==> config.mk <==
export PLATFORM = sky130hd
export DESIGN_NAME = neuron_core_tick_scheduler
export DESIGN_NICKNAME = d
export VERILOG_FILES = /design/src/rtl/neuron_core_tick_scheduler.sv
export SDC_FILE = /design/constraint.sdc
export NUM_CORES = 1
export LEC_CHECK = 0
export ABC_AREA = 1
export CAP_MARGIN = 10
export CORE_ASPECT_RATIO = 1.2
export CORE_UTILIZATION = 40
export DETAILED_ROUTE_END_ITERATION = 7
export GPL_TIMING_DRIVEN = 0
export PLACE_DENSITY_LB_ADDON = 0.3
export SLEW_MARGIN = 20
export SYNTH_ARGS = -nofsm -noshare
export SYNTH_HDL_FRONTEND = slang
export SYNTH_SLANG_ARGS = --single-unit
==> constraint.sdc <==
create_clock -name clk -period 3.4 [get_ports clk]
set_clock_uncertainty 0.1 [all_clocks]
set_input_delay 1.02 -clock clk [delete_from_list [all_inputs] [get_ports clk]]
set_output_delay 1.02 -clock clk [all_outputs]
set_load 0.01 [all_outputs]
==> src/rtl/neuron_core_tick_scheduler.sv <==
// Wishbone master that sequences one SNN time-step on the neuron core: it replays queued
// axon events as synapse-row reads, then reads and clears the spike-out register.
module neuron_core_tick_scheduler #(
    parameter logic [31:0] SYNAPSE_BASE   = 32'h3000_0000,
    parameter logic [31:0] SPIKE_OUT_BASE = 32'h3000_8000,
    parameter int          FIFO_DEPTH     = 16,
    parameter int          TIMEOUT_CYCLES = 255
) (
    input  logic        clk,
    input  logic        rst,
    input  logic        evt_valid_i,
    input  logic [7:0]  evt_axon_i,
    output logic        evt_ready_o,
    input  logic        tick_i,
    output logic        busy_o,
    output logic        spike_valid_o,
    output logic [31:0] spike_vec_o,
    output logic        done_o,
    output logic        err_timeout_o,
    output logic        err_overrun_o,
    output logic [7:0]  drop_cnt_o,
    input  logic        clr_err_i,
    output logic        wbm_cyc_o,
    output logic        wbm_stb_o,
    output logic        wbm_we_o,
    output logic [3:0]  wbm_sel_o,
    output logic [31:0] wbm_adr_o,
    output logic [31:0] wbm_dat_o,
    input  logic [31:0] wbm_dat_i,
    input  logic        wbm_ack_i
);
    localparam int PW = $clog2(FIFO_DEPTH);
    localparam int CW = PW + 1;

    typedef enum logic [2:0] {S_IDLE, S_POP, S_ROW_RD, S_SPK_RD, S_SPK_CLR, S_DONE} state_t;

    state_t         state_q, state_d;
    logic [PW-1:0]  wr_ptr_q, wr_ptr_d, rd_ptr_q, rd_ptr_d;
    logic [CW-1:0]  count_q, count_d, rem_q, rem_d;
    logic [1:0]     pop_ph_q, pop_ph_d;
    logic           wb_gap_q, wb_gap_d;
    logic [7:0]     tmo_q, tmo_d;
    logic [31:0]    adr_q, adr_d;
    logic [31:0]    spike_vec_q, spike_vec_d;
    logic           abort_q, abort_d;
    logic           err_tmo_q, err_tmo_d, err_ovr_q, err_ovr_d;
    logic [7:0]     drop_q, drop_d;

    logic [7:0]     mem [FIFO_DEPTH];
    logic [7:0]     ram_q;

    logic           full, push, pop, discard, wb_active;
    logic [7:0]     drop_base;

    assign full = (count_q == CW'(FIFO_DEPTH));
    assign push = evt_valid_i && !full;

    always_ff @(posedge clk) begin
        if (push) begin
            mem[wr_ptr_q] <= evt_axon_i;
        end
        ram_q <= mem[rd_ptr_q];
    end

    always_comb begin
        state_d     = state_q;
        wr_ptr_d    = wr_ptr_q + (push ? PW'(1) : PW'(0));
        rd_ptr_d    = rd_ptr_q;
        rem_d       = rem_q;
        pop_ph_d    = pop_ph_q;
        wb_gap_d    = wb_gap_q;
        tmo_d       = tmo_q;
        adr_d       = adr_q;
        spike_vec_d = spike_vec_q;
        abort_d     = abort_q;
        err_tmo_d   = err_tmo_q && !clr_err_i;
        err_ovr_d   = err_ovr_q && !clr_err_i;
        pop         = 1'b0;
        discard     = 1'b0;
        wb_active   = 1'b0;

        case (state_q)
            S_IDLE: begin
                if (tick_i) begin
                    rem_d    = count_q;
                    abort_d  = 1'b0;
                    pop_ph_d = 2'd0;
                    state_d  = (count_q == '0) ? S_SPK_RD : S_POP;
                end
            end
            // Pop, wait for the RAM output, register the row address, then one pad cycle so
            // every replayed axon costs a fixed six cycles with a zero-wait slave.
            S_POP: begin
                case (pop_ph_q)
                    2'd0: begin
                        pop      = 1'b1;
                        rd_ptr_d = rd_ptr_q + PW'(1);
                        rem_d    = rem_q - CW'(1);
                        pop_ph_d = 2'd1;
                    end
                    2'd1: begin
                        adr_d    = SYNAPSE_BASE + {22'd0, ram_q, 2'b00};
                        pop_ph_d = 2'd2;
                    end
                    default: begin
                        pop_ph_d = 2'd0;
                        state_d  = S_ROW_RD;
                    end
                endcase
            end
            S_ROW_RD, S_SPK_RD, S_SPK_CLR: begin
                if (!wb_gap_q) begin
                    wb_active = 1'b1;
                    tmo_d     = tmo_q + 8'd1;
                    if (wbm_ack_i) begin
                        wb_gap_d = 1'b1;
                        if (state_q == S_SPK_RD) begin
                            spike_vec_d = wbm_dat_i;
                        end
                    end else if (tmo_q == 8'(TIMEOUT_CYCLES - 1)) begin
                        // Abort: unreplayed snapshot entries are thrown away with the tick.
                        discard   = 1'b1;
                        rd_ptr_d  = rd_ptr_q + PW'(rem_q);
                        rem_d     = '0;
                        tmo_d     = 8'd0;
                        abort_d   = 1'b1;
                        err_tmo_d = 1'b1;
                        state_d   = S_DONE;
                    end
                end else begin
                    wb_gap_d = 1'b0;
                    tmo_d    = 8'd0;
                    case (state_q)
                        S_ROW_RD: state_d = (rem_q == '0) ? S_SPK_RD : S_POP;
                        S_SPK_RD: state_d = S_SPK_CLR;
                        default:  state_d = S_DONE;
                    endcase
                end
            end
            S_DONE:  state_d = S_IDLE;
            default: state_d = S_IDLE;
        endcase

        if (tick_i && state_q != S_IDLE) begin
            err_ovr_d = 1'b1;
        end

        count_d   = count_q + CW'(push) - CW'(pop) - (discard ? rem_q : CW'(0));
        drop_base = clr_err_i ? 8'd0 : drop_q;
        drop_d    = (evt_valid_i && full && drop_base != 8'hFF) ? drop_base + 8'd1 : drop_base;
    end

    always_ff @(posedge clk or posedge rst) begin
        if (rst) begin
            state_q     <= S_IDLE;
            wr_ptr_q    <= '0;
            rd_ptr_q    <= '0;
            count_q     <= '0;
            rem_q       <= '0;
            pop_ph_q    <= 2'd0;
            wb_gap_q    <= 1'b0;
            tmo_q       <= 8'd0;
            adr_q       <= 32'd0;
            spike_vec_q <= 32'd0;
            abort_q     <= 1'b0;
            err_tmo_q   <= 1'b0;
            err_ovr_q   <= 1'b0;
            drop_q      <= 8'd0;
        end else begin
            state_q     <= state_d;
            wr_ptr_q    <= wr_ptr_d;
            rd_ptr_q    <= rd_ptr_d;
            count_q     <= count_d;
            rem_q       <= rem_d;
            pop_ph_q    <= pop_ph_d;
            wb_gap_q    <= wb_gap_d;
            tmo_q       <= tmo_d;
            adr_q       <= adr_d;
            spike_vec_q <= spike_vec_d;
            abort_q     <= abort_d;
            err_tmo_q   <= err_tmo_d;
            err_ovr_q   <= err_ovr_d;
            drop_q      <= drop_d;
        end
    end

    assign evt_ready_o   = !full;
    assign busy_o        = (state_q != S_IDLE);
    assign done_o        = (state_q == S_DONE);
    assign spike_valid_o = (state_q == S_DONE) && !abort_q;
    assign spike_vec_o   = spike_vec_q;
    assign err_timeout_o = err_tmo_q;
    assign err_overrun_o = err_ovr_q;
    assign drop_cnt_o    = drop_q;

    assign wbm_cyc_o = wb_active;
    assign wbm_stb_o = wb_active;
    assign wbm_we_o  = wb_active && (state_q == S_SPK_CLR);
    assign wbm_sel_o = 4'hF;
    assign wbm_adr_o = !wb_active ? 32'd0 : (state_q == S_ROW_RD) ? adr_q : SPIKE_OUT_BASE;
    assign wbm_dat_o = 32'd0;
endmodule

==> results of run 1 <==
## layout make-up
class / instances / area, um2 / share of cell area (%)
Timing Repair Buffer: 117 / 1180 / 9.21
Clock inverter: 12 / 163 / 1.27
Sequential cell: 220 / 6110 / 47.8
Clock buffer: 29 / 598 / 4.68
Tap cell: 325 / 407 / 3.18
Inverter: 136 / 513 / 4.01
Buffer: 90 / 597 / 4.67
Multi-Input combinational cell: 582 / 3220 / 25.2
## sequential cells by signal (all words and copies together) (netlist names)
| register | flops |
|---|---|
| abort_q | 1 |
| count_q | 5 |
| tmo_q | 8 |
| rem_q | 5 |
| drop_cnt_o | 8 |
| mem | 128 |
| ram_q | 8 |
| pop_ph_q | 2 |
| adr_q | 9 |
| err_overrun_o | 1 |
| wb_gap_q | 1 |
| rd_ptr_q | 4 |
| err_timeout_o | 1 |
| spike_vec_o | 32 |
| wr_ptr_q | 4 |
| state_q | 3 |
## stage by stage
step,util [%],hold WS [ps]
5_1_grt,51.5,380
3_5_place_dp,47.9,348
4_1_cts,51.3,360
3_3_place_gp,47.8,343
6_report,51.5,360
2_1_floorplan,-,323
## power by group through the flow
stage	Sequential, mW	Clock, mW	Combinational, mW
after floorplan	3.87	0	2.43
after global placement	3.84	0	3.84
after detailed placement	3.86	0	3.90
after CTS	3.81	2.60	4.02
after global routing	3.88	2.71	4.49
final	3.81	2.56	4.04
## synthesized netlist by cell type (2+ instances only)
cell / count / area (um2)
a21oi_1: 34 / 170
buf_1: 5 / 18.8
buf_2: 10 / 50.1
buf_4: 60 / 450
clkbuf_1: 14 / 52.6
clkinv_1: 2 / 7.51
conb_1: 2 / 7.51
dfrtp_1: 84 / 2100
dfxtp_1: 8 / 160
edfxtp_1: 128 / 3840
fa_1: 4 / 80.1
ha_1: 16 / 200
inv_1: 130 / 488
inv_2: 4 / 15.0
mux2_2: 40 / 450
nand2_1: 159 / 597
nand2_2: 5 / 31.3
nand3_1: 88 / 440
nand4_1: 5 / 31.3
nor2_1: 55 / 206
nor2_4: 4 / 45.0
nor3_1: 7 / 35.0
o211ai_1: 32 / 240
o21ai_0: 52 / 260
o22ai_1: 3 / 18.8
xnor2_1: 4 / 35.0
xor2_1: 12 / 105
## cell families (layout without fill, tap and decap cells)
group	count (synthesis)	after routing	share of synthesized area (%)
adder cells (fa/ha/maj)	20	20	2.75
other	2	57	0.0737
buffers and inverters	226	384	10.7
multiplexers	40	40	4.42
AND/OR/NAND/NOR	326	326	13.9
XOR/XNOR	16	16	1.37
AO/OA/AOI/OAI	123	123	6.90
flip-flops	220	220	59.9
## repair_timing
action | CTS | global route
gates resized for setup | 16 | 10
gates cloned | 0 | 0
endpoints found under the setup margin | 13 | 12
setup buffers | 8 | 3
pin swaps | 2 | 0
## cells in the final DEF, fill, tap and decap left out, types with 6 or more instances in the layout
cell and instances:
dfxtp_1 8, conb_1 57, mux2_2 40, dlymetal6s2s_1 8, o211ai_1 32, ha_1 16, edfxtp_1 128, nor2_1 53
o21ai_0 52, nor3_1 7, nand2_1 158, clkbuf_1 19, xor2_1 12, nand2_2 6, buf_2 9, inv_1 128
dfrtp_1 81, a21oi_1 33, clkdlybuf4s50_1 94, clkbuf_16 23, nand3_1 88, buf_4 71
## routing by layer
layer  track usage [%]  share of wire [%]
met1              21.6                 39
met2              31.6                 49
met3              3.69                8.7
met4              5.71                2.7
met5                 0                  0
## worst max-delay path by stage
stage                                      start                         end
after floorplan                              rst         abort_q$_DFFE_PP0P_
after global placement                       rst  spike_vec_o[2]$_DFFE_PP0P_
after detailed placement               wbm_ack_i        count_q[3]$_DFF_PP0_
after CTS                 state_q[1]$_DFFE_PP0P_               wbm_adr_o[28]
after global routing      state_q[1]$_DFFE_PP0P_                   wbm_cyc_o
final                     state_q[0]$_DFFE_PP0P_                   wbm_cyc_o
## critical path, stage by stage (launching register included)
cell             delay, ps
dfrtp_2                450
o21ai_4                210
nand2_4                 80
nor2_4                 140
buf_8                  160
buf_4                  120
clkdlybuf4s50_1        520
==> impl_results.md, run 1 <==
- Total CTS buffers: 23
- EDFF count, synth: about 130
- First-pass GRT wire length: 36,100 um
- Switching share of power: between 30 and 40%
- Setup slack after layout: 81.1 ps
- WL/cell: approximately 15 um
- Vias in the first global route: 6,935
- Unrepaired setup endpoints after global routing: yes
- Final hold vios: 0
- Share of cells above drive strength 1: 15.4%
- Via count: ~7,200
- Hold path startpoint: ram_q[1]$_DFF_P_
- Sequential power share: 36.6%
- Tot Pwr: 10.4 mW
- Internal power: ~6.7 mW
- Synth Flop Type: edfxtp_1
- Number of fill cells in the layout: roughly 2,300
- Max-slew violations: 0
- Max Cap Viol: 0
- DRC Markers: 0
- Syn. warnings: 0
- Pwr dens: 814 mW/mm2
- Sw power: around 3.7 mW
- Worst rel slew slack: around 45%
- Post-route cell area: roughly 0.013 mm2
- Row count: between 60 and 70
- Post-CTS Hold Fix Bufs: 0
- Startpoint Class: flop
- Placed insts: around 1,500
- Congestion Overflow GR: 0
- TNS Setup: 0 ps
- I/O pins: ~160
- Die X: 148 um
- Worst slew pin tran: 820 ps
- R2r endpoint: count_q[3]$_DFF_PP0_
- Placement Cell Area: approximately 0.012 mm2
- Worst IR Drop VDD: about 0.5 mV
- GPL Wtd Cong: approximately 0.84
- Synth cell types: 33
- Layout area overhead: 25.4%
- R2R Path Start: tmo_q[0]$_DFFE_PP0N_
- Crit end category: output pin
- Clock root buffer: clkbuf_16
- Number of DRC markers in iteration 0: roughly 450
- H-tree depth: 1
- Worst-case reg-to-reg path depth: 14
- Height of the chip: approximately 180 um
- Worst path required time: between 2000 and 2500 ps
- DRT antenna net count: 0
- Status: finished clean
- Final Net Count: 1,236
- Power share of the clock group: around 25%
- Worst Setup Path Type: reg2out
- Via density: 4.78
- Area of the mapped netlist: approximately 0.010 mm2
- Post-Syn Instances: between 900 and 1,000
- Yosys reg bits: 220
- Place WS: -497 ps
- Setup Viol. Count Final: 0
- Worst-path maximum fanout: 10
- Clock latency at the later pin of the worst-skew pair: approximately 510 ps
- Pre-antenna DRT Iters: 5
- Input/output buffers: 105
- Reg clk slew, reported paths: around 60 ps
- Final wirelength: ~23,000 um
- Clock Path Buffers: 3
- Critical path arrival: 2200 ps
- Fmax: about 0.30 GHz
- P_leak: 5.72 nW
- Hold Path Class: reg2reg
- CTS tree: built
- Initial core utilization: between 40% and 50%
- Die ar.: 0.0261 mm2
- Largest net degree at the start of global routing: 53
- Clk sinks: 220
- Final Cycle Share: a little over nine tenths
- Mapped Avg Cell Area: approximately 10 um2
- Seq/Total Area, Yosys: between 50 and 60%
- Antenna violations before repair: 0
- Worst hold stages: 1
- Tmin final: around 3300 ps
- FFs w/ async S/R, synth: about two fifths
- R2r setup slk: 250 ps
- Hold endpoint: adr_q[3]$_DFFE_PP0P_
- GRT Overall Usage: ~18%
- Layout Cells excl Fill: 1,511
- Core Region: ~0.025 mm2
- Comb power frac: around two fifths
- Detailed Place HPWL: 16,200 um
- # diodes: 0
Note: power is estimated with default switching activity, not from simulation.
==> inputs of run 2 (changes only) <==
--- a/config.mk
+++ b/config.mk
@@ -9,4 +9,6 @@
 export CAP_MARGIN = 10
+export CELL_PAD_IN_SITES_DETAIL_PLACEMENT = 2
+export CELL_PAD_IN_SITES_GLOBAL_PLACEMENT = 2
 export CORE_ASPECT_RATIO = 1.2
-export CORE_UTILIZATION = 40
+export CORE_UTILIZATION = 34
 export DETAILED_ROUTE_END_ITERATION = 7
==> constraint.sdc (replaced) <==
create_clock -name clk -period 3.25 [get_ports clk]
set_clock_uncertainty 0.1 [all_clocks]
set_input_delay 0.4875 -clock clk [delete_from_list [all_inputs] [get_ports clk]]
set_output_delay 0.4875 -clock clk [all_outputs]
set_load 0.01 [all_outputs]
==> impl_results.md, run 2 (synthesis results as in run 1) <==
- Status: finished clean
- Reg clk slew, reported paths: 60 ps (about the same)
- Final hold vios: 0 (unchanged)
- I/O pins: 163 (unchanged)
- Worst path required time: 2660 ps (+380 ps)
- Detailed Place HPWL: 21,400 um (+32%)
- DRC Markers: 0 (unchanged)
- Layout area overhead: 27.3%
- Via density: 4.77 (-0.10%)
- Critical path arrival: 2520 ps (+320 ps)
- Setup Viol. Count Final: 0 (unchanged)
- Crit end category: output pin
- Startpoint Class: flop
- Clk sinks: 220 (unchanged)
- Final Net Count: 1,233 (-0.24%)
- Max Cap Viol: 0 (unchanged)
- H-tree depth: 1 (unchanged)
- Pwr dens: 882 mW/mm2 (+8.4%)
- Fmax: between 0.3 and 0.4 GHz
- Tmin final: 3110 ps
- CTS tree: built
- Most frequent cells in the layout: nand2_1 (157), inv_1 (128), edfxtp_1 (128), clkdlybuf4s50_1 (105), nand3_1 (88)
- Worst setup path start: state_q[0]$_DFFE_PP0P_
- Post-route cell area: 0.0130 mm2 (+1.5%)
- Row count: 69 (+9.5%)
- Congestion Overflow GR: 0 (unchanged)
- Pre-antenna DRT Iters: 6 (+1)
- Clock latency at the later pin of the worst-skew pair: 540 ps (+30 ps)
- TNS Setup: 0 ps (unchanged)
- Initial core utilization: 34.5% (-6.5 points)
- Height of the chip: 192 um (+8.4%)
- Total CTS buffers: 25 (+8.7%)
- Worst IR Drop VDD: 0.484 mV (-4.8%)
- Via count: 7,525 (+4.2%)
- Max FFs per register: 128 (unchanged)
- Worst-path maximum fanout: 11 (+1)
- Worst Setup Path Type: reg2out
- Tot Pwr: 11.4 mW (+10%)
- Biggest register: mem
- Placement Cell Area: 0.0120 mm2 (+0.70%)
- Max-slew violations: 0 (unchanged)
- Share of cells above drive strength 1: 16.3% (+0.84 points)
- GPL Wtd Cong: 0.767 (-9.1%)
- Worst slew pin tran: 897 ps (+76.0 ps)
- Hold Path Class: in2async
- Critical Path Sink: wbm_adr_o[5]
- P_leak: 5.63 nW (-1.5%)
- Post-CTS Hold Fix Bufs: 0 (unchanged)
- WL/cell: 18.9 um (+24%)
- Input/output buffers: 105 (unchanged)
- Worst rel slew slack: 40.0% (-5.1 points)
- Commonest non-fill, non-tap cell in the layout: nand2_1
- First-pass GRT wire length: 45,600 um (+26%)
- Antenna violations before repair: 0 (unchanged)
- Vias in the first global route: 8,275 (+19%)
- Die ar.: 0.0307 mm2 (+17%)
- Core Region: 0.0295 mm2 (+19%)
- Die X: 160 um (+8.4%)
- Largest net degree at the start of global routing: 68 (+28%)
- R2r setup slk: 200 ps (-50 ps)
- Final Cycle Share: between 90% and 100%
- Number of DRC markers in iteration 0: 319 (-29%)
- # diodes: 0 (unchanged)
- DRT antenna net count: 0 (unchanged)
- Clock root buffer: clkbuf_16
- R2R Path Start: state_q[1]$_DFFE_PP0P_
- Worst-case reg-to-reg path depth: 12 (-2)
- Clock Path Buffers: 3 (unchanged)
- R2r endpoint: count_q[3]$_DFF_PP0_
- Final wirelength: 29,800 um (+29%)
- GRT Overall Usage: 19.4% (+1.6 points)
## run 2: worst min path at each step
| stage | startpoint | slack, ps | cells past startpoint | to |
|---|---|---|---|---|
| 2_1_floorplan | adr_q[28]$_DFFE_PP0P_ | 320 | 2 | adr_q[28]$_DFFE_PP0P_ |
| 5_1_grt | rst | 170 | 2 | spike_vec_o[24]$_DFFE_PP0P_ |
| 6_report | rst | 170 | 2 | spike_vec_o[12]$_DFFE_PP0P_ |
| 3_5_place_dp | ram_q[2]$_DFF_P_ | 350 | 1 | adr_q[4]$_DFFE_PP0P_ |
| 3_3_place_gp | adr_q[28]$_DFFE_PP0P_ | 340 | 2 | adr_q[28]$_DFFE_PP0P_ |
| 4_1_cts | rst | 150 | 2 | spike_vec_o[13]$_DFFE_PP0P_ |
## run 2: area by class of cell
cell class | instances | area (um2)
Multi-Input combinational cell | 582 | 3250
Sequential cell | 220 | 6110
Clock inverter | 6 | 95.1
Timing Repair Buffer | 112 | 1120
Buffer | 90 | 591
Clock buffer | 40 | 802
Inverter | 136 | 515
Tap cell | 390 | 488
Fill cell | 3132 | 16500
## run 2: what timing repair did
| action | in CTS | in global routing |
|---|---|---|
| buffers inserted | 0 | 6 |
| cloned | 0 | 0 |
| pin swaps | 0 | 2 |
| setup endpoints to repair | 13 | 8 |
| resized for setup | 9 | 13 |
## run 2: per-layer routing
layer / vias to the layer above / wire [um] / GRT usage (%)
met3: 49 / 1180 / 2.68
met2: 163 / 16500 / 37.9
met4: 0 / 915 / 6.96
li1: 3516 / - / -
met5: - / 0 / 0
met1: 3797 / 11200 / 21.1
## run 2: power breakdown
part	switching [mW]	total, mW	internal, mW
clock	1.14	2.99	1.85
combinational	2.73	4.43	1.70
sequential	0.382	4.02	3.64
## run 2: stage by stage
| stage | setup slack [ps] | util (%) | cells | hold WS [ps] |
|---|---|---|---|---|
| 3_3_place_gp | -1290 | 40.4 | 1523 | 338 |
| 3_5_place_dp | -226 | 40.6 | 1524 | 347 |
| 4_1_cts | 41.5 | 43.7 | 1570 | 154 |
| 5_1_grt | -15.7 | 43.9 | 1576 | 172 |
| 2_1_floorplan | 370 | - | 1028 | 323 |
| 6_report | 144 | 43.9 | 1576 | 165 |
## run 2: worst max-delay path: stages (launching register included)
cell and delay, ps:
dfrtp_2 470, o21ai_4 230, nand2_4 150, nor2_4 180
buf_6 180, nand3_1 90, inv_1 90, clkdlybuf4s50_1 580
==> inputs of run 3 (changes only) <==
CTS_CLUSTER_DIAMETER = 150   (was not set)
==> results of run 3 <==
No change in the layout: final DEF, timing and power equal those of run 2.
